===== src/rtl/spi_i2s_shft_ctrl.sv =====
// SPI slave shift controller: command capture, word counting and FIFO strobes.
// Define SPI_SHFT_FIFO_WR_EN to build the FIFO_WR (host-to-device) receive path.
module spi_i2s_shft_ctrl #(
  parameter int WORD_BITS = 32
) (
  input  logic        i2s_clk_shft_tx,
  input  logic        rst,
  input  logic        cs_n,
  input  logic        bit_en,
  input  logic        mosi,
  input  logic        tx_fifo_empty,
  input  logic        rx_fifo_full,
  output logic [3:0]  shft_state,
  output logic        rcv_cmd,
  output logic [7:0]  cmd_shft,
  output logic [5:0]  trans_cnt,
  output logic        tx_shft_first_load,
  output logic        tx_fifo_rd,
  output logic        rx_fifo_wr,
  output logic [31:0] rx_fifo_dat,
  output logic        cmd_err,
  output logic        xfer_err
);

  localparam logic [5:0] WORD_CNT = 6'(WORD_BITS);

  typedef enum logic [3:0] {
    IDLE      = 4'h0,
    CMD       = 4'h6,
    STAREG_RD = 4'h7,
    FIFO_RD   = 4'h8,
    DREG_RD   = 4'h9,
    FIFO_WR   = 4'hA,
    IGNORE    = 4'hF
  } state_e;

  state_e      state_q, state_d;
  logic [2:0]  bit_cnt_q, bit_cnt_d;
  logic [7:0]  cmd_q, cmd_d;
  logic [5:0]  cnt_q, cnt_d;
  logic        rcv_q, rcv_d;
  logic        load_q, load_d;
  logic        rd_q, rd_d;
  logic        xerr_q, xerr_d;
  logic        cmd_known;
  state_e      cmd_target;

`ifdef SPI_SHFT_FIFO_WR_EN
  logic [WORD_BITS-1:0] rx_shft_q, rx_shft_d;
  logic [31:0]          rx_dat_q, rx_dat_d;
  logic                 wr_q, wr_d;
`endif

  always_comb begin
    cmd_known  = 1'b1;
    cmd_target = IGNORE;
    case (cmd_q)
      8'h80:   cmd_target = STAREG_RD;
      8'h90:   cmd_target = FIFO_RD;
      8'h98:   cmd_target = DREG_RD;
`ifdef SPI_SHFT_FIFO_WR_EN
      8'hA0:   cmd_target = FIFO_WR;
`endif
      default: cmd_known = 1'b0;
    endcase
  end

  always_comb begin
    state_d   = state_q;
    bit_cnt_d = bit_cnt_q;
    cmd_d     = cmd_q;
    cnt_d     = cnt_q;
    rcv_d     = 1'b0;
    load_d    = 1'b0;
    rd_d      = 1'b0;
    xerr_d    = 1'b0;
`ifdef SPI_SHFT_FIFO_WR_EN
    rx_shft_d = rx_shft_q;
    rx_dat_d  = rx_dat_q;
    wr_d      = 1'b0;
`endif
    // Deselect wins over everything, including a bit_en in the same cycle.
    if (cs_n) begin
      state_d   = IDLE;
      bit_cnt_d = '0;
      cnt_d     = '0;
`ifdef SPI_SHFT_FIFO_WR_EN
      rx_shft_d = '0;
`endif
    end else begin
      case (state_q)
        IDLE: begin
          state_d   = CMD;
          bit_cnt_d = '0;
        end
        CMD: begin
          if (rcv_q) begin
            state_d   = cmd_target;
            bit_cnt_d = '0;
          end else if (bit_en) begin
            cmd_d = {cmd_q[6:0], mosi};
            if (bit_cnt_q == 3'd7) begin
              rcv_d     = 1'b1;
              cnt_d     = WORD_CNT;
              bit_cnt_d = '0;
            end else begin
              bit_cnt_d = bit_cnt_q + 3'd1;
            end
          end
        end
        STAREG_RD, DREG_RD: begin
          if (bit_en) begin
            if (cnt_q == 6'd1) begin
              cnt_d   = WORD_CNT;
              state_d = CMD;
            end else begin
              cnt_d = cnt_q - 6'd1;
            end
          end
        end
        FIFO_RD: begin
          if (bit_en) begin
            load_d = (cnt_q == WORD_CNT);
            if (cnt_q == 6'd1) begin
              cnt_d  = WORD_CNT;
              rd_d   = ~tx_fifo_empty;
              xerr_d = tx_fifo_empty;
            end else begin
              cnt_d = cnt_q - 6'd1;
            end
          end
        end
`ifdef SPI_SHFT_FIFO_WR_EN
        FIFO_WR: begin
          if (bit_en) begin
            rx_shft_d = {rx_shft_q[WORD_BITS-2:0], mosi};
            if (cnt_q == 6'd1) begin
              cnt_d = WORD_CNT;
              if (rx_fifo_full) begin
                xerr_d = 1'b1;
              end else begin
                wr_d                     = 1'b1;
                rx_dat_d                 = '0;
                rx_dat_d[WORD_BITS-1:0]  = rx_shft_d;
              end
            end else begin
              cnt_d = cnt_q - 6'd1;
            end
          end
        end
`endif
        default: ;
      endcase
    end
  end

  always_ff @(posedge i2s_clk_shft_tx or posedge rst) begin
    if (rst) begin
      state_q   <= IDLE;
      bit_cnt_q <= '0;
      cmd_q     <= '0;
      cnt_q     <= '0;
      rcv_q     <= 1'b0;
      load_q    <= 1'b0;
      rd_q      <= 1'b0;
      xerr_q    <= 1'b0;
    end else begin
      state_q   <= state_d;
      bit_cnt_q <= bit_cnt_d;
      cmd_q     <= cmd_d;
      cnt_q     <= cnt_d;
      rcv_q     <= rcv_d;
      load_q    <= load_d;
      rd_q      <= rd_d;
      xerr_q    <= xerr_d;
    end
  end

`ifdef SPI_SHFT_FIFO_WR_EN
  always_ff @(posedge i2s_clk_shft_tx or posedge rst) begin
    if (rst) begin
      rx_shft_q <= '0;
      rx_dat_q  <= '0;
      wr_q      <= 1'b0;
    end else begin
      rx_shft_q <= rx_shft_d;
      rx_dat_q  <= rx_dat_d;
      wr_q      <= wr_d;
    end
  end

  assign rx_fifo_wr  = wr_q;
  assign rx_fifo_dat = rx_dat_q;
`else
  logic unused_rx_full;
  assign unused_rx_full = rx_fifo_full;
  assign rx_fifo_wr     = 1'b0;
  assign rx_fifo_dat    = '0;
`endif

  assign shft_state         = state_q;
  assign rcv_cmd            = rcv_q;
  assign cmd_shft           = cmd_q;
  assign trans_cnt          = cnt_q;
  assign tx_shft_first_load = load_q;
  assign tx_fifo_rd         = rd_q;
  assign xfer_err           = xerr_q;
  // Unknown opcode is flagged while the opcode is presented on cmd_shft.
  assign cmd_err            = rcv_q & ~cmd_known;

endmodule


===== config.mk =====
export PLATFORM = sky130hd
export DESIGN_NAME = spi_i2s_shft_ctrl
export DESIGN_NICKNAME = d
export VERILOG_FILES = /design/src/rtl/spi_i2s_shft_ctrl.sv
export SDC_FILE = /design/constraint.sdc
export NUM_CORES = 1
export LEC_CHECK = 0
export CORE_MARGIN = 8
export CORE_UTILIZATION = 39
export DETAILED_ROUTE_END_ITERATION = 10
export PLACE_DENSITY = 0.85
export SYNTH_ARGS = -nofsm -noshare
export SYNTH_HDL_FRONTEND = slang
export SYNTH_SLANG_ARGS = --single-unit

===== constraint.sdc =====
create_clock -name i2s_clk_shft_tx -period 1.6 [get_ports i2s_clk_shft_tx]
set_input_delay 0.16 -clock i2s_clk_shft_tx [delete_from_list [all_inputs] [get_ports i2s_clk_shft_tx]]
set_output_delay 0.16 -clock i2s_clk_shft_tx [all_outputs]
set_load 0.01 [all_outputs]

==> implementation parameters, run 1 <==
Parameter                              Value

Setup path
  Type of the setup path with the least slack ... register to primary output
  Worst path max stage delay ... 0.53 ns
  Type of element capturing the critical path ... primary output
  Crit path buffers/inverters ... 2
  Cell family contributing the most delay on the critical path ... buffers and inverters
  Kind of launch point of the worst setup path ... register
  Critical path required time ... 1.44 ns
  Maximum fanout along the worst path ... 6
  Reg-to-Reg End ... trans_cnt[4]
  Arrival @ worst endpoint ... 1.41 ns
  Crit path cell chain ... buf_4, clkdlybuf4s50_1
  R2R cell count ... 7
  Critical R2R Launch ... bit_cnt_q[1]
  Worst reg-to-reg setup slack ... 0.04 ns
  Library cell contributing the largest single delay on the critical path ... clkdlybuf4s50_1

Timing
  Setup repair after global routing missed its margin ... true
  Final critical-path setup slack ... 0.0262 ns
  Slew Viols, Final ... 0
  Final count of hold timing violations ... 0
  Final Setup Violations ... 0
  Highest Clock Rate ... 635 MHz
  Period utilisation layout ... 98.4%
  Sum of negative setup slack ... 0 ns
  Max Clock Skew ... 0.00735 ns
  Final-layout worst hold slack ... 0.233 ns
  Min cycle time layout ... 1.57 ns

Placement
  Count of placed standard cells including taps ... 245
  Routability cong. ... 0.810
  Post-Place Setup Slack ... -0.0127 ns
  Post-place instance area ... 1850 sq um
  Number of port buffers ... 28
  Sum of net half-perimeters after detailed placement ... 2460 um

Power
  Combinational share of power ... 29.2%
  Part of the power in the clock network ... 24.7%
  Internal power summed over all cells ... 1.18 mW
  Leakage dissipation ... 0.894 nW
  Proportion of power drawn by flip-flops and latches ... 46.1%
  Net load switching power ... 471 uW
  Final Total Pwr ... 1.65 mW
  Power Density ... 820 nW/um^2
  Switching fraction of total power ... 28.6%
  Max IR drop VDD ... 0.621 mV

Global route
  Antenna violations before repair ... 0
  Wire length of the first global-routing pass ... 5240 um
  Largest net degree at the start of global routing ... 25
  Layer carrying the most global-route usage ... met2
  Global Route met2 Usage ... 18.2%
  Met1 demand-to-capacity share in global routing ... 10.8%
  Number of global-route vias before repair ... 1204
  Global route overflow ... 0
  Met3 layer usage reported by global route ... 3.39%
  Gr usage total ... 10.1%

Floorplanning
  Standard cell core area ... 3910 sq um
  Die H ... 79.0 um
  Core Rows ... 23
  Initial cell density of the core ... 39.5%
  Floorplan die area ... 6240 sq um
  Die width ... 79.0 um
  IO Count ... 63

Clocking
  Clock edge transition at the registers on the reported setup and hold paths ... 0.08 ns
  Number of clock sinks ... 24
  Buffer levels on the longest clock path ... 2
  H-Tree Level Count ... 1
  Clock latency on the worst-skew pair ... 0.27 ns
  CTS tree ... yes
  CTS Buf Count ... 3
  Buffer type at the clock tree root ... clkbuf_8

Yosys
  Synth cell types ... 40
  Number of warnings printed during yosys synthesis ... 0
  Post-synth design cell area ... 1550 sq um
  Flop and latch count out of synthesis ... 24
  FFs w/ async S/R, synth ... 100%
  Mean area per synthesized cell ... 9.99 sq um
  Number of enable-type register cells in the synthesized netlist ... 0
  Part of the Yosys area used for sequential elements ... 38.8%
  Most used flip-flop cell after synthesis ... dfrtp_1
  Syn Inst Count ... 155

Final layout
  Most common cell after layout, fill and taps aside ... conb_1
  Inserted Diodes ... 0
  Final core utilization ... 51.3%
  Share of cells above drive strength 1 ... 28.2%
  Most used cells in the layout excluding fill and tap cells ... 33 x conb_1, 27 x clkdlybuf4s50_1, 22 x dfrtp_1
  Syn-to-layout area delta ... 29.8%
  Post-layout net count ... 214
  Final instance area ... 2010 sq um
  Count of placed standard cells in the final layout, fillers left out ... 252

Drt
  Wirelength per Cell ... 13.5 um
  Iteration-0 DRC Markers ... 45
  Final routed DRC violation total ... 0
  ANT nets after route ... 0
  Vias per Instance ... 4.67
  Overall via count from detail_route ... 1178
  Final routed wirelength across all metal layers ... 3400 um
  First-pass iteration count of the detailed router ... 4

Job
  Number of max-cap violations ... 0

Worst hold path
  Hold Crit Class ... input pin to asynchronous set/reset pin

Status
  Status ... complete, no violations
flip-flops by register name (all words and copies together) (netlist names):
register,cells
rcv_cmd,1
cmd_shft,8
bit_cnt_q,3
xfer_err,1
tx_shft_first_load,1
tx_fifo_rd,1
shft_state,3
trans_cnt,6
area by class of cell:
class | count | area (sq um)
multi-input combinational | 116 | 815
clock buffer | 4 | 55.1
timing repair buffer | 50 | 444
fill | 373 | 1900
sequential | 24 | 603
tap | 50 | 62.6
inverter | 8 | 30.0
logic make-up after synthesis:
logic type	synth area share, %
other	0.242
and+or+nand+nor	18.0
buffers and inverters	21.4
adders and majority gates	3.23
DFF	38.8
AOI/OAI and AO/OA	12.5
muxes	5.74
cell usage after synthesis, types with 3 or more instances:
cell | number | area [sq um]
a21oi_1 | 5 | 25.0
nor2_1 | 8 | 30.0
a31oi_1 | 4 | 25.0
a22o_1 | 3 | 26.3
nand2_1 | 7 | 26.3
mux2_2 | 7 | 78.8
buf_4 | 35 | 263
nand3b_1 | 4 | 30.0
nor3_1 | 4 | 20.0
nand3_1 | 10 | 50.1
buf_6 | 3 | 33.8
ha_1 | 4 | 50.1
dfrtp_1 | 24 | 601
inv_1 | 8 | 30.0
tightest hold or removal path, delay by kind of cell:
| family | cells | cell delay (ns) |
|---|---|---|
| buffers and inverters | 3 | 0.75 |
worst max path at each step:
stage	to	slack [ns]	cells past startpoint	start
finish	shft_state[3]	0.03	2	shft_state[3]
global route	trans_cnt[3]	-0.06	7	bit_cnt_q[1]
CTS	trans_cnt[4]	-0.01	7	bit_cnt_q[1]
detailed placement	cmd_err	-0.01	5	cmd_shft[0]
global placement	cmd_err	-0.0009	5	cmd_shft[0]
floorplan	trans_cnt[1]	0.06	6	bit_cnt_q[0]
per-layer routing:
layer,vias to the layer above,share of wire [%]
met5,-,0
met4,0,1.5
met3,6,7.8
met2,48,51
met1,549,40
li1,575,-
what timing repair did:
item                                    CTS  global route
setup buffers                             2             1
endpoints found under the setup margin    3            19
gates resized for setup                  10            12
pin swaps                                 6             8
hold buffers                              0             0
endpoints found under the hold margin     0             0
power by group through the flow:
stage               clock (mW)  combinational, mW  sequential, mW
finish                   0.407              0.481           0.760
global route             0.443              0.522           0.774
CTS                      0.425              0.476           0.753
detailed placement           0              0.472           0.764
global placement             0              0.468           0.759
floorplan                    0              0.223           0.803
Note: power is estimated with default switching activity, not from simulation.
==> inputs of run 2 (changes only) <==
Settings changed: GPL_TIMING_DRIVEN set to 0.
==> implementation parameters, run 2 (synthesis gave the netlist of run 1 again) <==
Parameter                              Value

Status
  Status ... complete, but fails checks (was complete, no violations)
  Violated checks ... negative setup slack

Power
  Max IR drop VDD ... 0.708 mV (was 0.621 mV)
  Internal power summed over all cells ... 1.21 mW (was 1.18 mW)
  Leakage dissipation ... 1.04 nW (was 0.894 nW)
  Power Density ... 774 nW/um^2 (was 820 nW/um^2)
  Part of the power in the clock network ... 24.1% (was 24.7%)
  Switching fraction of total power ... 28.3% (was 28.6%)
  Combinational share of power ... 30.4% (was 29.2%)
  Net load switching power ... 477 uW (was 471 uW)
  Proportion of power drawn by flip-flops and latches ... 45.5% (was 46.1%)

Timing
  Final count of hold timing violations ... 0 (unchanged)
  Slew Viols, Final ... 0 (unchanged)
  Setup repair after global routing missed its margin ... true (unchanged)
  Sum of negative setup slack ... -0.00264 ns (was 0 ns)
  Max Clock Skew ... 0.00697 ns (was 0.00735 ns)
  Final Setup Violations ... 1 (was 0)
  Headroom to the max-slew limit ... 38.8%
  Highest Clock Rate ... 624 MHz (was 635 MHz)
  Final-layout worst hold slack ... 0.243 ns (was 0.233 ns)
  Final critical-path setup slack ... -0.00264 ns (was 0.0262 ns)
  Min cycle time layout ... 1.60 ns (was 1.57 ns)
  Period utilisation layout ... 100% (was 98.4%)
  Least-Margin Pin Slew ... 0.917 ns

Setup path
  Arrival @ worst endpoint ... 1.44 ns (was 1.41 ns)
  Reg-to-Reg End ... shft_state[3] (was trans_cnt[4])
  Beginning of the critical path ... cmd_shft[5] (was shft_state[3])
  R2R cell count ... 5 (was 7)
  Critical R2R Launch ... cmd_shft[5] (was bit_cnt_q[1])
  Kind of launch point of the worst setup path ... register (unchanged)
  Maximum fanout along the worst path ... 2 (was 6)
  Critical path required time ... 1.44 ns (about the same)
  Type of the setup path with the least slack ... register to primary output (unchanged)
  Worst setup path endpoint ... cmd_err (was shft_state[3])
  Type of element capturing the critical path ... primary output (unchanged)
  Worst reg-to-reg setup slack ... 0.01 ns (was 0.04 ns)

Drt
  Overall via count from detail_route ... 1249 (was 1178)
  First-pass iteration count of the detailed router ... 4 (unchanged)
  Wirelength per Cell ... 12.4 um (was 13.5 um)
  Final routed wirelength across all metal layers ... 3450 um (was 3400 um)
  Final routed DRC violation total ... 0 (unchanged)
  Vias per Instance ... 4.49 (was 4.67)
  ANT nets after route ... 0 (unchanged)
  Iteration-0 DRC Markers ... 39 (was 45)

Global route
  Number of global-route vias before repair ... 1190 (was 1204)
  Gr usage total ... 10.4% (was 10.1%)
  Antenna violations before repair ... 0 (unchanged)
  Largest net degree at the start of global routing ... 25 (unchanged)
  Wire length of the first global-routing pass ... 5420 um (was 5240 um)
  Global route overflow ... 0 (unchanged)

Clocking
  Clock edge transition at the registers on the reported setup and hold paths ... 0.08 ns (about the same)
  CTS tree ... yes (unchanged)
  Number of clock sinks ... 24 (unchanged)
  Buffer levels on the longest clock path ... 2 (unchanged)
  Number of hold buffers added after CTS ... 0 (unchanged)
  CTS Buf Count ... 3 (unchanged)
  H-Tree Level Count ... 1 (unchanged)
  Clock latency on the worst-skew pair ... 0.27 ns (about the same)
  Buffer type at the clock tree root ... clkbuf_8 (unchanged)

Final layout
  Inserted Diodes ... 0 (unchanged)
  Most common cell after layout, fill and taps aside ... buf_4 (was conb_1)
  Most used cells in the layout excluding fill and tap cells ... 44 x buf_4, 33 x conb_1, 26 x clkdlybuf4s50_1 (was 33 x conb_1, 27 x clkdlybuf4s50_1, 22 x dfrtp_1)
  Post-layout net count ... 240 (was 214)
  Share of cells above drive strength 1 ... 34.6% (was 28.2%)
  Flip-flop count of the largest register, all copies and words added ... 8 (unchanged)
  Syn-to-layout area delta ... 41.0% (was 29.8%)

Floorplanning
  Standard cell core area ... 3910 sq um (unchanged)
  Floorplan die area ... 6240 sq um (unchanged)
  Die H ... 79.0 um (unchanged)
  Initial cell density of the core ... 39.5% (unchanged)
  Die width ... 79.0 um (unchanged)
  IO Count ... 63 (unchanged)
  Core Rows ... 23 (unchanged)

Job
  Number of max-cap violations ... 0 (unchanged)

Placement
  Sum of net half-perimeters after detailed placement ... 2500 um (was 2460 um)
  Number of port buffers ... 27 (was 28)
  Routability cong. ... 0.810 (unchanged)

Worst hold path
  Hold Crit Class ... input pin to register (was input pin to asynchronous set/reset pin)
## run 2: cell count changes in the layout (fill, tap and decap cells not counted)
cell / before / now
a21oi_1: 2 / 5
nand3_4: 1 / 0
clkdlybuf4s50_1: 27 / 26
buf_2: 1 / 2
nand3_2: 4 / 3
nand3_1: 6 / 8
buf_6: 1 / 4
buf_4: 21 / 44
a21oi_2: 4 / 1
## run 2: per-stage QoR
stage | total power, mW | area, sq um | cells | setup WS, ns | utilization, %
after detailed placement | 1.24 | 2000 | 264 | -0.0883 | 51.1
after global routing | 1.79 | 2180 | 278 | -0.0858 | 55.8
after global placement | 1.23 | 2000 | 264 | -0.0776 | 51.1
final | 1.69 | 2180 | 278 | -0.00264 | 55.8
after CTS | 1.69 | 2110 | 275 | 0.00105 | 53.9
after floorplan | 1.03 | 1670 | 187 | 0.0618 | -
## run 2: power by group through the flow
stage | Sequential [mW] | Clock, mW | Combinational (mW)
after floorplan | 0.803 | 0 | 0.223
after global placement | 0.778 | 0 | 0.457
after detailed placement | 0.781 | 0 | 0.460
after CTS | 0.761 | 0.423 | 0.503
after global routing | 0.782 | 0.448 | 0.560
final | 0.768 | 0.407 | 0.513
## run 2: worst max-delay path, cell delays in order, from the launching register on
cell      delay, ns
dfrtp_1        0.42
nor4_2         0.28
nand3b_1       0.14
a21oi_1        0.15
nor2b_1        0.06
buf_2          0.13
## run 2: how the worst min path moves through the flow
stage                  from  cells past startpoint  slack, ns            endpoint
3_3_place_gp   bit_cnt_q[1]                      1       0.48        bit_cnt_q[1]
2_1_floorplan           rst                      1       0.17        bit_cnt_q[0]
3_5_place_dp   bit_cnt_q[1]                      1       0.50        bit_cnt_q[1]
6_report             bit_en                      3       0.24        trans_cnt[0]
4_1_cts              bit_en                      3       0.22        trans_cnt[0]
5_1_grt              bit_en                      3       0.25  tx_shft_first_load
## run 2: area by class of cell
cell class                      count  area [sq um]
Fill cell                         370          1730
Inverter                            8          30.0
Buffer                             39           302
Sequential cell                    24           603
Timing Repair Buffer               37           344
Clock buffer                        4          55.1
Multi-Input combinational cell    116           786
Tap cell                           50          62.6
## run 2: routing by layer
metal | routed length (um) | global-route usage, %
met5 | 0 | 0
met4 | 23 | 2.78
met3 | 250 | 3.95
met2 | 1790 | 19.1
met1 | 1390 | 10.7
## run 2: timing repair
item                       in CTS  in global routing
buffers inserted                7                  3
setup endpoints to repair       7                  9
resized for setup               6                 10
pin swaps                       4                  9
